$ cat config.mk
export PLATFORM = sky130hd
export DESIGN_NAME = scr1_dmem_arb
export DESIGN_NICKNAME = d
export VERILOG_FILES = /design/src/rtl/scr1_dmem_arb_pkg.sv /design/src/rtl/scr1_dmem_arb_ord_fifo.sv /design/src/rtl/scr1_dmem_arb.sv
export SDC_FILE = /design/constraint.sdc
export NUM_CORES = 1
export LEC_CHECK = 0
export ABC_CLOCK_PERIOD_IN_PS = 3300
export CAP_MARGIN = 15
export CORE_AREA = 3 3 119 121
export CTS_CLUSTER_SIZE = 28
export DETAILED_ROUTE_END_ITERATION = 8
export DIE_AREA = 0 0 122 124
export PLACE_DENSITY = 0.66
export SLEW_MARGIN = 20
export SYNTH_ARGS = -nofsm -noshare
export SYNTH_HDL_FRONTEND = slang
export SYNTH_SLANG_ARGS = --single-unit
$ cat constraint.sdc
create_clock -name clk -period 3.3 [get_ports clk]
set_input_delay 0.33 -clock clk [delete_from_list [all_inputs] [get_ports clk]]
set_output_delay 0.33 -clock clk [all_outputs]
set_load 0.005 [all_outputs]
$ cat src/rtl/scr1_dmem_arb_pkg.sv
// Shared DMEM interface types and arbiter constants for scr1_dmem_arb.
package scr1_dmem_arb_pkg;

  localparam int unsigned SCR1_DMEM_AWIDTH        = 32;
  localparam int unsigned SCR1_DMEM_DWIDTH        = 32;
  localparam int unsigned SCR1_DMEM_ARB_OUTST_MAX = 4;

  typedef enum logic {
    SCR1_MEM_CMD_RD = 1'b0,
    SCR1_MEM_CMD_WR = 1'b1
  } type_scr1_mem_cmd_e;

  typedef enum logic [1:0] {
    SCR1_MEM_WIDTH_BYTE  = 2'b00,
    SCR1_MEM_WIDTH_HWORD = 2'b01,
    SCR1_MEM_WIDTH_WORD  = 2'b10
  } type_scr1_mem_width_e;

  typedef enum logic [1:0] {
    SCR1_MEM_RESP_NOTRDY = 2'b00,
    SCR1_MEM_RESP_RDY_OK = 2'b01,
    SCR1_MEM_RESP_RDY_ER = 2'b10
  } type_scr1_mem_resp_e;

  typedef enum logic {
    SCR1_ARB_FREE = 1'b0,
    SCR1_ARB_LOCK = 1'b1
  } type_scr1_dmem_arb_fsm_e;

endpackage

$ cat src/rtl/scr1_dmem_arb_ord_fifo.sv
// Owner-id ordering FIFO: 1-bit entries, depth DEPTH, pointers wrap modulo DEPTH.
module scr1_dmem_arb_ord_fifo
  import scr1_dmem_arb_pkg::*;
#(
  parameter int unsigned DEPTH = 2
) (
  input  logic clk,
  input  logic rst_n,
  input  logic push,
  input  logic pop,
  input  logic wdata,
  output logic rdata,
  output logic empty,
  output logic full
);

  localparam int unsigned PtrW = (DEPTH > 1) ? $clog2(DEPTH) : 1;
  localparam int unsigned CntW = $clog2(DEPTH + 1);

  logic [DEPTH-1:0] mem_q;
  logic [PtrW-1:0]  wptr_q, rptr_q;
  logic [CntW-1:0]  cnt_q;
  logic             push_ok, pop_ok;

  function automatic logic [PtrW-1:0] ptr_inc(input logic [PtrW-1:0] p);
    return (p == PtrW'(DEPTH - 1)) ? '0 : p + PtrW'(1);
  endfunction

  assign empty   = (cnt_q == '0);
  assign full    = (cnt_q == CntW'(DEPTH));
  assign push_ok = push & ~full;
  assign pop_ok  = pop & ~empty;
  assign rdata   = mem_q[rptr_q];

  always_ff @(posedge clk or negedge rst_n) begin
    if (!rst_n) begin
      mem_q  <= '0;
      wptr_q <= '0;
      rptr_q <= '0;
      cnt_q  <= '0;
    end else begin
      if (push_ok) begin
        mem_q[wptr_q] <= wdata;
        wptr_q        <= ptr_inc(wptr_q);
      end
      if (pop_ok) rptr_q <= ptr_inc(rptr_q);
      cnt_q <= cnt_q + CntW'(push_ok) - CntW'(pop_ok);
    end
  end

endmodule

$ cat src/rtl/scr1_dmem_arb.sv
// Two-master DMEM arbiter with in-order response routing.
// SCR1_DMEM_ARB_RR_EN selects round-robin arbitration; SCR1_SIM_ENV enables assertions.
module scr1_dmem_arb
  import scr1_dmem_arb_pkg::*;
#(
  parameter int unsigned OUTST_NUM = 2
) (
  input  logic                        clk,
  input  logic                        rst_n,
  input  logic                        m0_req,
  input  type_scr1_mem_cmd_e          m0_cmd,
  input  type_scr1_mem_width_e        m0_width,
  input  logic [SCR1_DMEM_AWIDTH-1:0] m0_addr,
  input  logic [SCR1_DMEM_DWIDTH-1:0] m0_wdata,
  output logic                        m0_req_ack,
  output logic [SCR1_DMEM_DWIDTH-1:0] m0_rdata,
  output type_scr1_mem_resp_e         m0_resp,
  input  logic                        m1_req,
  input  type_scr1_mem_cmd_e          m1_cmd,
  input  type_scr1_mem_width_e        m1_width,
  input  logic [SCR1_DMEM_AWIDTH-1:0] m1_addr,
  input  logic [SCR1_DMEM_DWIDTH-1:0] m1_wdata,
  output logic                        m1_req_ack,
  output logic [SCR1_DMEM_DWIDTH-1:0] m1_rdata,
  output type_scr1_mem_resp_e         m1_resp,
  output logic                        arb2dmem_req,
  output type_scr1_mem_cmd_e          arb2dmem_cmd,
  output type_scr1_mem_width_e        arb2dmem_width,
  output logic [SCR1_DMEM_AWIDTH-1:0] arb2dmem_addr,
  output logic [SCR1_DMEM_DWIDTH-1:0] arb2dmem_wdata,
  input  logic                        dmem2arb_req_ack,
  input  logic [SCR1_DMEM_DWIDTH-1:0] dmem2arb_rdata,
  input  type_scr1_mem_resp_e         dmem2arb_resp,
  output logic                        arb_busy
);

  localparam int unsigned CntW = $clog2(SCR1_DMEM_ARB_OUTST_MAX + 1);

  type_scr1_dmem_arb_fsm_e state_q, state_d;
  logic                    owner_q, owner_d;
  logic [CntW-1:0]         cnt_q, cnt_d;
  logic                    arb_en_q;
  logic                    full, gnt_vld, gnt_id, accepted, resp_rdy, pop, head;
  logic                    fifo_empty, fifo_full;
`ifdef SCR1_DMEM_ARB_RR_EN
  logic                    rr_q, rr_d;
`endif

  // arb_en_q keeps every output at its reset value for one cycle after release
  always_comb begin
    gnt_vld = 1'b0;
    gnt_id  = 1'b0;
    if (state_q == SCR1_ARB_LOCK) begin
      gnt_id  = owner_q;
      gnt_vld = owner_q ? m1_req : m0_req;
    end else begin
`ifdef SCR1_DMEM_ARB_RR_EN
      gnt_id = (m0_req & m1_req) ? rr_q : ~m0_req;
`else
      gnt_id = ~m0_req;
`endif
      gnt_vld = m0_req | m1_req;
    end
  end

  assign full         = (cnt_q == CntW'(OUTST_NUM));
  assign arb2dmem_req = arb_en_q & gnt_vld & ~full;
  assign accepted     = arb2dmem_req & dmem2arb_req_ack;
  assign m0_req_ack   = accepted & ~gnt_id;
  assign m1_req_ack   = accepted & gnt_id;

  assign arb2dmem_cmd   = gnt_id ? m1_cmd   : m0_cmd;
  assign arb2dmem_width = gnt_id ? m1_width : m0_width;
  assign arb2dmem_addr  = gnt_id ? m1_addr  : m0_addr;
  assign arb2dmem_wdata = gnt_id ? m1_wdata : m0_wdata;

  assign resp_rdy = (dmem2arb_resp == SCR1_MEM_RESP_RDY_OK)
                  | (dmem2arb_resp == SCR1_MEM_RESP_RDY_ER);
  // Responses arriving with nothing outstanding are dropped
  assign pop      = arb_en_q & resp_rdy & ~fifo_empty;

  assign m0_resp  = (pop & ~head) ? dmem2arb_resp : SCR1_MEM_RESP_NOTRDY;
  assign m1_resp  = (pop & head)  ? dmem2arb_resp : SCR1_MEM_RESP_NOTRDY;
  assign m0_rdata = (pop & ~head) ? dmem2arb_rdata : '0;
  assign m1_rdata = (pop & head)  ? dmem2arb_rdata : '0;
  assign arb_busy = (cnt_q != '0);

  always_comb begin
    state_d = state_q;
    owner_d = owner_q;
    unique case (state_q)
      SCR1_ARB_FREE: begin
        if (arb_en_q & gnt_vld & ~accepted) begin
          state_d = SCR1_ARB_LOCK;
          owner_d = gnt_id;
        end
      end
      SCR1_ARB_LOCK: if (accepted) state_d = SCR1_ARB_FREE;
      default:       state_d = SCR1_ARB_FREE;
    endcase
    cnt_d = cnt_q + CntW'(accepted) - CntW'(pop);
  end

`ifdef SCR1_DMEM_ARB_RR_EN
  always_comb begin
    rr_d = rr_q;
    if (accepted & m0_req & m1_req) rr_d = ~gnt_id;
  end
`endif

  always_ff @(posedge clk or negedge rst_n) begin
    if (!rst_n) begin
      state_q  <= SCR1_ARB_FREE;
      owner_q  <= 1'b0;
      cnt_q    <= '0;
      arb_en_q <= 1'b0;
`ifdef SCR1_DMEM_ARB_RR_EN
      rr_q     <= 1'b0;
`endif
    end else begin
      state_q  <= state_d;
      owner_q  <= owner_d;
      cnt_q    <= cnt_d;
      arb_en_q <= 1'b1;
`ifdef SCR1_DMEM_ARB_RR_EN
      rr_q     <= rr_d;
`endif
    end
  end

  scr1_dmem_arb_ord_fifo #(
    .DEPTH (OUTST_NUM)
  ) i_ord_fifo (
    .clk   (clk),
    .rst_n (rst_n),
    .push  (accepted & ~fifo_full),
    .pop   (pop),
    .wdata (gnt_id),
    .rdata (head),
    .empty (fifo_empty),
    .full  (fifo_full)
  );

`ifdef SCR1_SIM_ENV
  a_ctrl_no_x: assert property (@(posedge clk) disable iff (!rst_n)
    !$isunknown({m0_req, m1_req, dmem2arb_req_ack, dmem2arb_resp}));
  a_grant_onehot0: assert property (@(posedge clk) disable iff (!rst_n)
    $onehot0({gnt_vld & gnt_id, gnt_vld & ~gnt_id}));
  a_no_resp_empty: assert property (@(posedge clk) disable iff (!rst_n)
    resp_rdy |-> !fifo_empty);
  a_cnt_max: assert property (@(posedge clk) disable iff (!rst_n)
    cnt_q <= CntW'(OUTST_NUM));
`endif

endmodule

; After elaboration in Yosys (flattened, before gate mapping)
; Index checks and enable logic that the tools add are counted.
; Widths: inputs -> output; s select.
[totals]
register_bits = 12
input_bits = 173
[classes]
addsub = 6
order_cmp = 3
n_eq_ne = 4
mux = 21
bitwise = 23
n_reduce_logical = 4
[op_table]
columns = cell, n
row1 = $mux 32, 4
row2 = $and 1x1->1, 13
row3 = $mux 1, 11
row4 = $not 1->1, 8
row5 = $mux 2, 3
row6 = $eq 2x2->1 const B, 2
row7 = $lt 1x2->1 const B, 2
row8 = $add 3x1->3, 1
row9 = $eq 3x2->1 const B, 1
row10 = $reduce_bool 3->1, 1
row11 = $sub 3x1->3, 1
row12 = $add 1x1->1 const B, 2
row13 = $add 2x1->2, 1
row14 = $bwmux 2, 1
row15 = $eq 2x1->1 const B, 1
row16 = $logic_not 2->1, 1
row17 = $or 1x1->1, 2
row18 = $pmux 1 s2, 1
row19 = $reduce_and 2->1, 1
row20 = $sub 2x1->2, 1
row21 = $demux 1 s1, 1
row22 = $ge 1x1->1 const B, 1
row23 = $logic_and 1x1->1, 1

; Depth between registers and ports, before layout
[depth]
ltp_word = 9
ltp_mapped = 9
depth_no_buf = 9

; Cells and area by module
; Synthesis repeated with hierarchy kept, for this count alone.
[unflattened]
cells_unflattened = 210
hier_area_um2 = 2028.2
[by_module_without_submodules]
columns = module, n_inst, cells_each, area_per_inst_um2, seq_area_each_um2
row1 = scr1_dmem_arb, 1, 187, 1739.2, 150.1
row2 = scr1_dmem_arb_ord_fifo, 1, 23, 289.0, 150.1

; Least setup slack after synthesis
; Ideal clock, no wire load.
[synth_path]
path_type = register -> register
from = register state_q
to = register cnt_q[2]
setup_time_ns = 0.123
t_arrival_ns = 2.167
setup_slack_ns = 1.010
path_stages_with_launch = 10
n_path_buf = 0
synth_period_minus_slack_ns = 2.290
path_cell_list = dfrtp_1 -> nand2b_2 -> a21oi_4 -> or3_1 -> ha_1 -> inv_1 -> ha_1 -> fa_1 -> xnor2_1 -> xnor2_1
[synth_via]
elab_chain_len = 6
[synth_rtl]
columns = item, line
row1 = "start, declared", scr1_dmem_arb.sv:39  ; type_scr1_dmem_arb_fsm_e state_q, state_d;
row2 = "start signal, assigned", scr1_dmem_arb.sv:121  ; state_q <= state_d;
row3 = $mux 1, scr1_dmem_arb.sv:53  ; if (state_q == SCR1_ARB_LOCK) begin
row4 = $and 1x1->1 (2 in series), scr1_dmem_arb.sv:67  ; assign arb2dmem_req = arb_en_q & gnt_vld & ~full;
row5 = $and 1x1->1, scr1_dmem_arb.sv:68  ; assign accepted = arb2dmem_req & dmem2arb_req_ack;
row6 = $add 3x1->3, scr1_dmem_arb.sv:101  ; cnt_d = cnt_q + CntW'(accepted) - CntW'(pop);
row7 = $sub 3x1->3, scr1_dmem_arb.sv:101
row8 = via cnt_d[2], scr1_dmem_arb.sv:41  ; logic [CntW-1:0] cnt_q, cnt_d;
row9 = "end signal, assigned", scr1_dmem_arb.sv:123  ; cnt_q <= cnt_d;
row10 = "end, declared", scr1_dmem_arb.sv:41
; The timed path passes the listed nets, and every way through them passes these cells.
; A chain may end at the register's enable or synchronous reset.

; Final worst setup path
[layout_path]
from = input m0_req
to = output arb2dmem_wdata[12]
[layout_via]
elab_chain_len = 3
[layout_rtl]
columns = item, line
row1 = "start, declared", scr1_dmem_arb.sv:10  ; input logic m0_req,
row2 = $not 1->1, scr1_dmem_arb.sv:60  ; gnt_id = ~m0_req;
row3 = $mux 1, scr1_dmem_arb.sv:53
row4 = $mux 32, scr1_dmem_arb.sv:75  ; assign arb2dmem_wdata = gnt_id ? m1_wdata : m0_wdata;
row5 = "end, declared", scr1_dmem_arb.sv:30  ; output logic [SCR1_DMEM_DWIDTH-1:0] arb2dmem_wdata,
; No other way between the ends.

==> results.rst <==
.. list-table::
   :header-rows: 1

   * - Metric
     - Value
   * - Status
     - finished, final reports clean
   * - X dimension of the die
     - 122 um
   * - Violation count after the first detailed-route iteration
     - just under 90
   * - Endpoint required time on the critical path
     - 2970 ps
   * - Number of max-slew violations in the final report
     - 0
   * - Nature of the critical path endpoint
     - output pin
   * - Data arrival time of the worst path
     - between 2000 and 3000 ps
   * - Number of standard-cell rows in the floorplan
     - 42
   * - Vias/cell
     - approximately 4.0
   * - Detailed Place HPWL
     - 10.23 mm
   * - Post-CTS sizing
     - 0
   * - CTS HTree Levels
     - 1
   * - Total power of the final layout
     - 0.002915 W
   * - Share of synthesized area occupied by flip-flops and latches
     - 0.1493
   * - Pre-CTS setup slack
     - 424.4 ps
   * - Area Growth Syn to Fin
     - 167.2%
   * - Crit share post-route
     - 0.8588
   * - Buffers inserted during post-CTS setup optimization
     - 0
   * - All-Layer GR Usage
     - 0.1328
   * - Main flop type after synthesis
     - sky130_fd_sc_hd__dfrtp_1
   * - Net count after synthesis
     - 391
   * - Fraction of layout instances using a drive strength above 1
     - 0.1727
   * - Total number of vias
     - about 2800
   * - Fraction of post-synthesis cell area in the top cell type by area
     - 0.3808
   * - Cell area after layout
     - roughly 0.0054 mm2
   * - Mean cell area of the mapped netlist
     - roughly 9.4 um2
   * - Startpoint of the worst setup timing path
     - m0_req
   * - Type of the tightest min-delay check
     - in2async
   * - Endpoint of the most critical register-to-register path
     - cnt_q[2]$_DFF_PN0_
   * - Via count of the first global-routing pass
     - 2774
   * - Clock Sink Count
     - 12
   * - Post-synthesis cell count
     - 213
   * - Total of endpoints with negative setup slack in the final report
     - 0
   * - Placed cell area
     - 0.005284 mm2
   * - Synth Warn #
     - 0
   * - Number of enable flip-flop cells after synthesis
     - 0
   * - Post-synthesis cell type count
     - 33
   * - Clock tree from TritonCTS
     - yes
   * - Critical path destination
     - arb2dmem_wdata[12]
   * - Fmax achieved
     - ~0.35 GHz
   * - Minimum clock period
     - roughly 2800 ps
   * - Beginning of the worst register-to-register path
     - state_q$_DFF_PN0_
   * - Routed wire length
     - 11.75 mm
   * - CTS max path bufs
     - 2
   * - Die height
     - 124 um
   * - Synthesized cell area
     - 0.002011 mm2
   * - Nets
     - 700
   * - Startpoint class of the critical path
     - input pin
   * - Leak Pwr
     - 2.163 nW
   * - Final antenna-violating net count
     - 0
   * - Max transition margin
     - 0.6350
   * - CTS Root Buffer Type
     - sky130_fd_sc_hd__clkbuf_16
   * - Post-synthesis async set-or-reset flop share
     - 1.000
   * - Type of the worst setup path
     - in2out
   * - GPL Wtd Cong
     - 0.8266
   * - Post-CTS clock slew at the launch and capture registers of the worst setup and hold paths
     - 50 ps
   * - Max-cap violations
     - 0
   * - Worst reg2reg path depth
     - 9
   * - Final worst setup slack
     - approximately 470 ps
   * - Remaining global-route overflow
     - 0
   * - Number of I/O port buffers
     - 311
   * - Critical path fanouts, max
     - 26
   * - Worst Clk Skew
     - 5.167 ps
   * - Initial antenna violation count
     - 0
   * - Unrepaired setup endpoints after global routing
     - no
   * - Count of final hold-check violations
     - 0
   * - Setup total negative slack
     - 0 ps
   * - Ports placed on the boundary
     - 312
   * - Hold-fix buffer count after cts
     - 0
   * - Worst supply voltage drop on vdd
     - between 0.15 and 0.2 mV
   * - Top cell type by total area after synthesis
     - sky130_fd_sc_hd__mux2_2
   * - Count of state elements after synthesis
     - 12
   * - Final core occ
     - 0.4073
   * - Fill cells
     - roughly 1300
   * - Number of detailed-route iterations in the first pass
     - 4
   * - Core ar.
     - 0.01319 mm2
   * - Ratio of total power to cell area
     - 542.5 mW/mm2
   * - Diode count
     - 0
   * - Pin count of the biggest net entering global routing
     - 36
   * - Starting density of the core
     - 0.1524
   * - Insertion delay of the later-clocked pin in the worst-skew pair
     - 240 ps
   * - Wire length of the first global-routing pass
     - ~16 mm
   * - Clock buffers created by TritonCTS
     - 3
   * - Post-detailed-route wirelength per cell
     - approximately 17 um
   * - Setup slack on the worst flop-to-flop path
     - ~880 ps
   * - Transition time of the tightest slew-check pin
     - 545.8 ps
   * - Area contributors post-synth
     - sky130_fd_sc_hd__mux2_2, sky130_fd_sc_hd__dfrtp_1, sky130_fd_sc_hd__and2_1
   * - DRC Markers
     - 0
   * - Overall die area
     - 0.01513 mm2
## per-stage QoR
| step | hold slack, ps | cells |
|---|---|---|
| floorplan | 34.41 | 213 |
| CTS | 469.7 | 697 |
| detailed placement | 503.5 | 693 |
| global placement | 499.2 | 693 |
| global route | 496.8 | 697 |
| finish | 446.5 | 697 |
## flip-flops by register name (all words and copies together), names as in the netlist
name               flops
cnt_q                  3
state_q                1
arb_en_q               1
i_ord_fifo.cnt_q       2
i_ord_fifo.wptr_q      1
owner_q                1
i_ord_fifo.mem_q       2
i_ord_fifo.rptr_q      1
## critical path, stage by stage
cell                              delay [ps]
sky130_fd_sc_hd__clkdlybuf4s50_1         530
sky130_fd_sc_hd__inv_1                   100
sky130_fd_sc_hd__o21ai_4                 450
sky130_fd_sc_hd__buf_12                  250
sky130_fd_sc_hd__mux2_2                  380
sky130_fd_sc_hd__clkdlybuf4s50_1         460
## cell usage in the layout, fill, tap and decap left out, drive strengths merged, types with 3 or more instances in the layout
cell type	netlist	final
clkdlybuf4s50	0	311
mux2	68	68
and2	35	35
and3	34	34
dfrtp	12	12
inv	11	11
buf	8	9
xnor2	6	6
ha	4	4
clkbuf	8	4
nor2	3	3
mux2i	3	3
## synthesized netlist by cell type, types with 2 or more instances
library cell,instances
sky130_fd_sc_hd__and2_1,35
sky130_fd_sc_hd__and3_1,34
sky130_fd_sc_hd__buf_8,7
sky130_fd_sc_hd__clkbuf_1,5
sky130_fd_sc_hd__clkbuf_2,3
sky130_fd_sc_hd__dfrtp_1,12
sky130_fd_sc_hd__ha_1,4
sky130_fd_sc_hd__inv_1,10
sky130_fd_sc_hd__mux2_2,68
sky130_fd_sc_hd__mux2i_1,3
sky130_fd_sc_hd__nand2_1,2
sky130_fd_sc_hd__nor2_1,2
sky130_fd_sc_hd__nor4_1,2
sky130_fd_sc_hd__or3_1,2
sky130_fd_sc_hd__xnor2_1,6
## worst min-delay path by stage
stage,end,slack [ps],depth (start not counted)
floorplan,arb_en_q$_DFF_PN0_,30,0
global placement,cnt_q[0]$_DFF_PN0_,500,1
detailed placement,i_ord_fifo.rptr_q$_DFFE_PN0P_,500,1
CTS,cnt_q[1]$_DFF_PN0_,470,1
global route,cnt_q[0]$_DFF_PN0_,500,1
finish,cnt_q[1]$_DFF_PN0_,450,1
## area by class of cell
cell class,instances,area [um2],area share
Clock buffer,4,88.84,0.01653
Inverter,11,41.29,0.007685
Multi-Input combinational cell,174,1529,0.2846
Sequential cell,12,300.3,0.05589
Tap cell,176,220.2,0.04099
Timing Repair Buffer,320,3193,0.5943
## metal layers
layer / part of all wire / GRT usage / wire length [um] / vias to the layer above
met5: 0 / 0 / 0 / -
met4: 0.0075 / 0.01961 / 88 / 0
met3: 0.087 / 0.03315 / 1019 / 6
met2: 0.55 / 0.2607 / 6464 / 126
met1: 0.36 / 0.1464 / 4177 / 1280
li1: - / - / - / 1362
## cells by family after synthesis
group,synth area share
other cells,0.001865
mux,0.3958
buf+inv,0.09209
fa+ha+maj,0.03485
simple gates,0.2651
xor+xnor,0.03049
flops,0.1493
compound gates,0.03050
## where the power goes
group	leakage, nW	internal (W)	total, W	switching [W]
Sequential	0.138	0.000221	0.000284	0.0000627
Combinational	1.98	0.00152	0.00238	0.000864
Clock	0.0442	0.000183	0.000247	0.0000638
Total	2.16	0.00192	0.00291	0.000991
(Power assumes the default switching activity.)
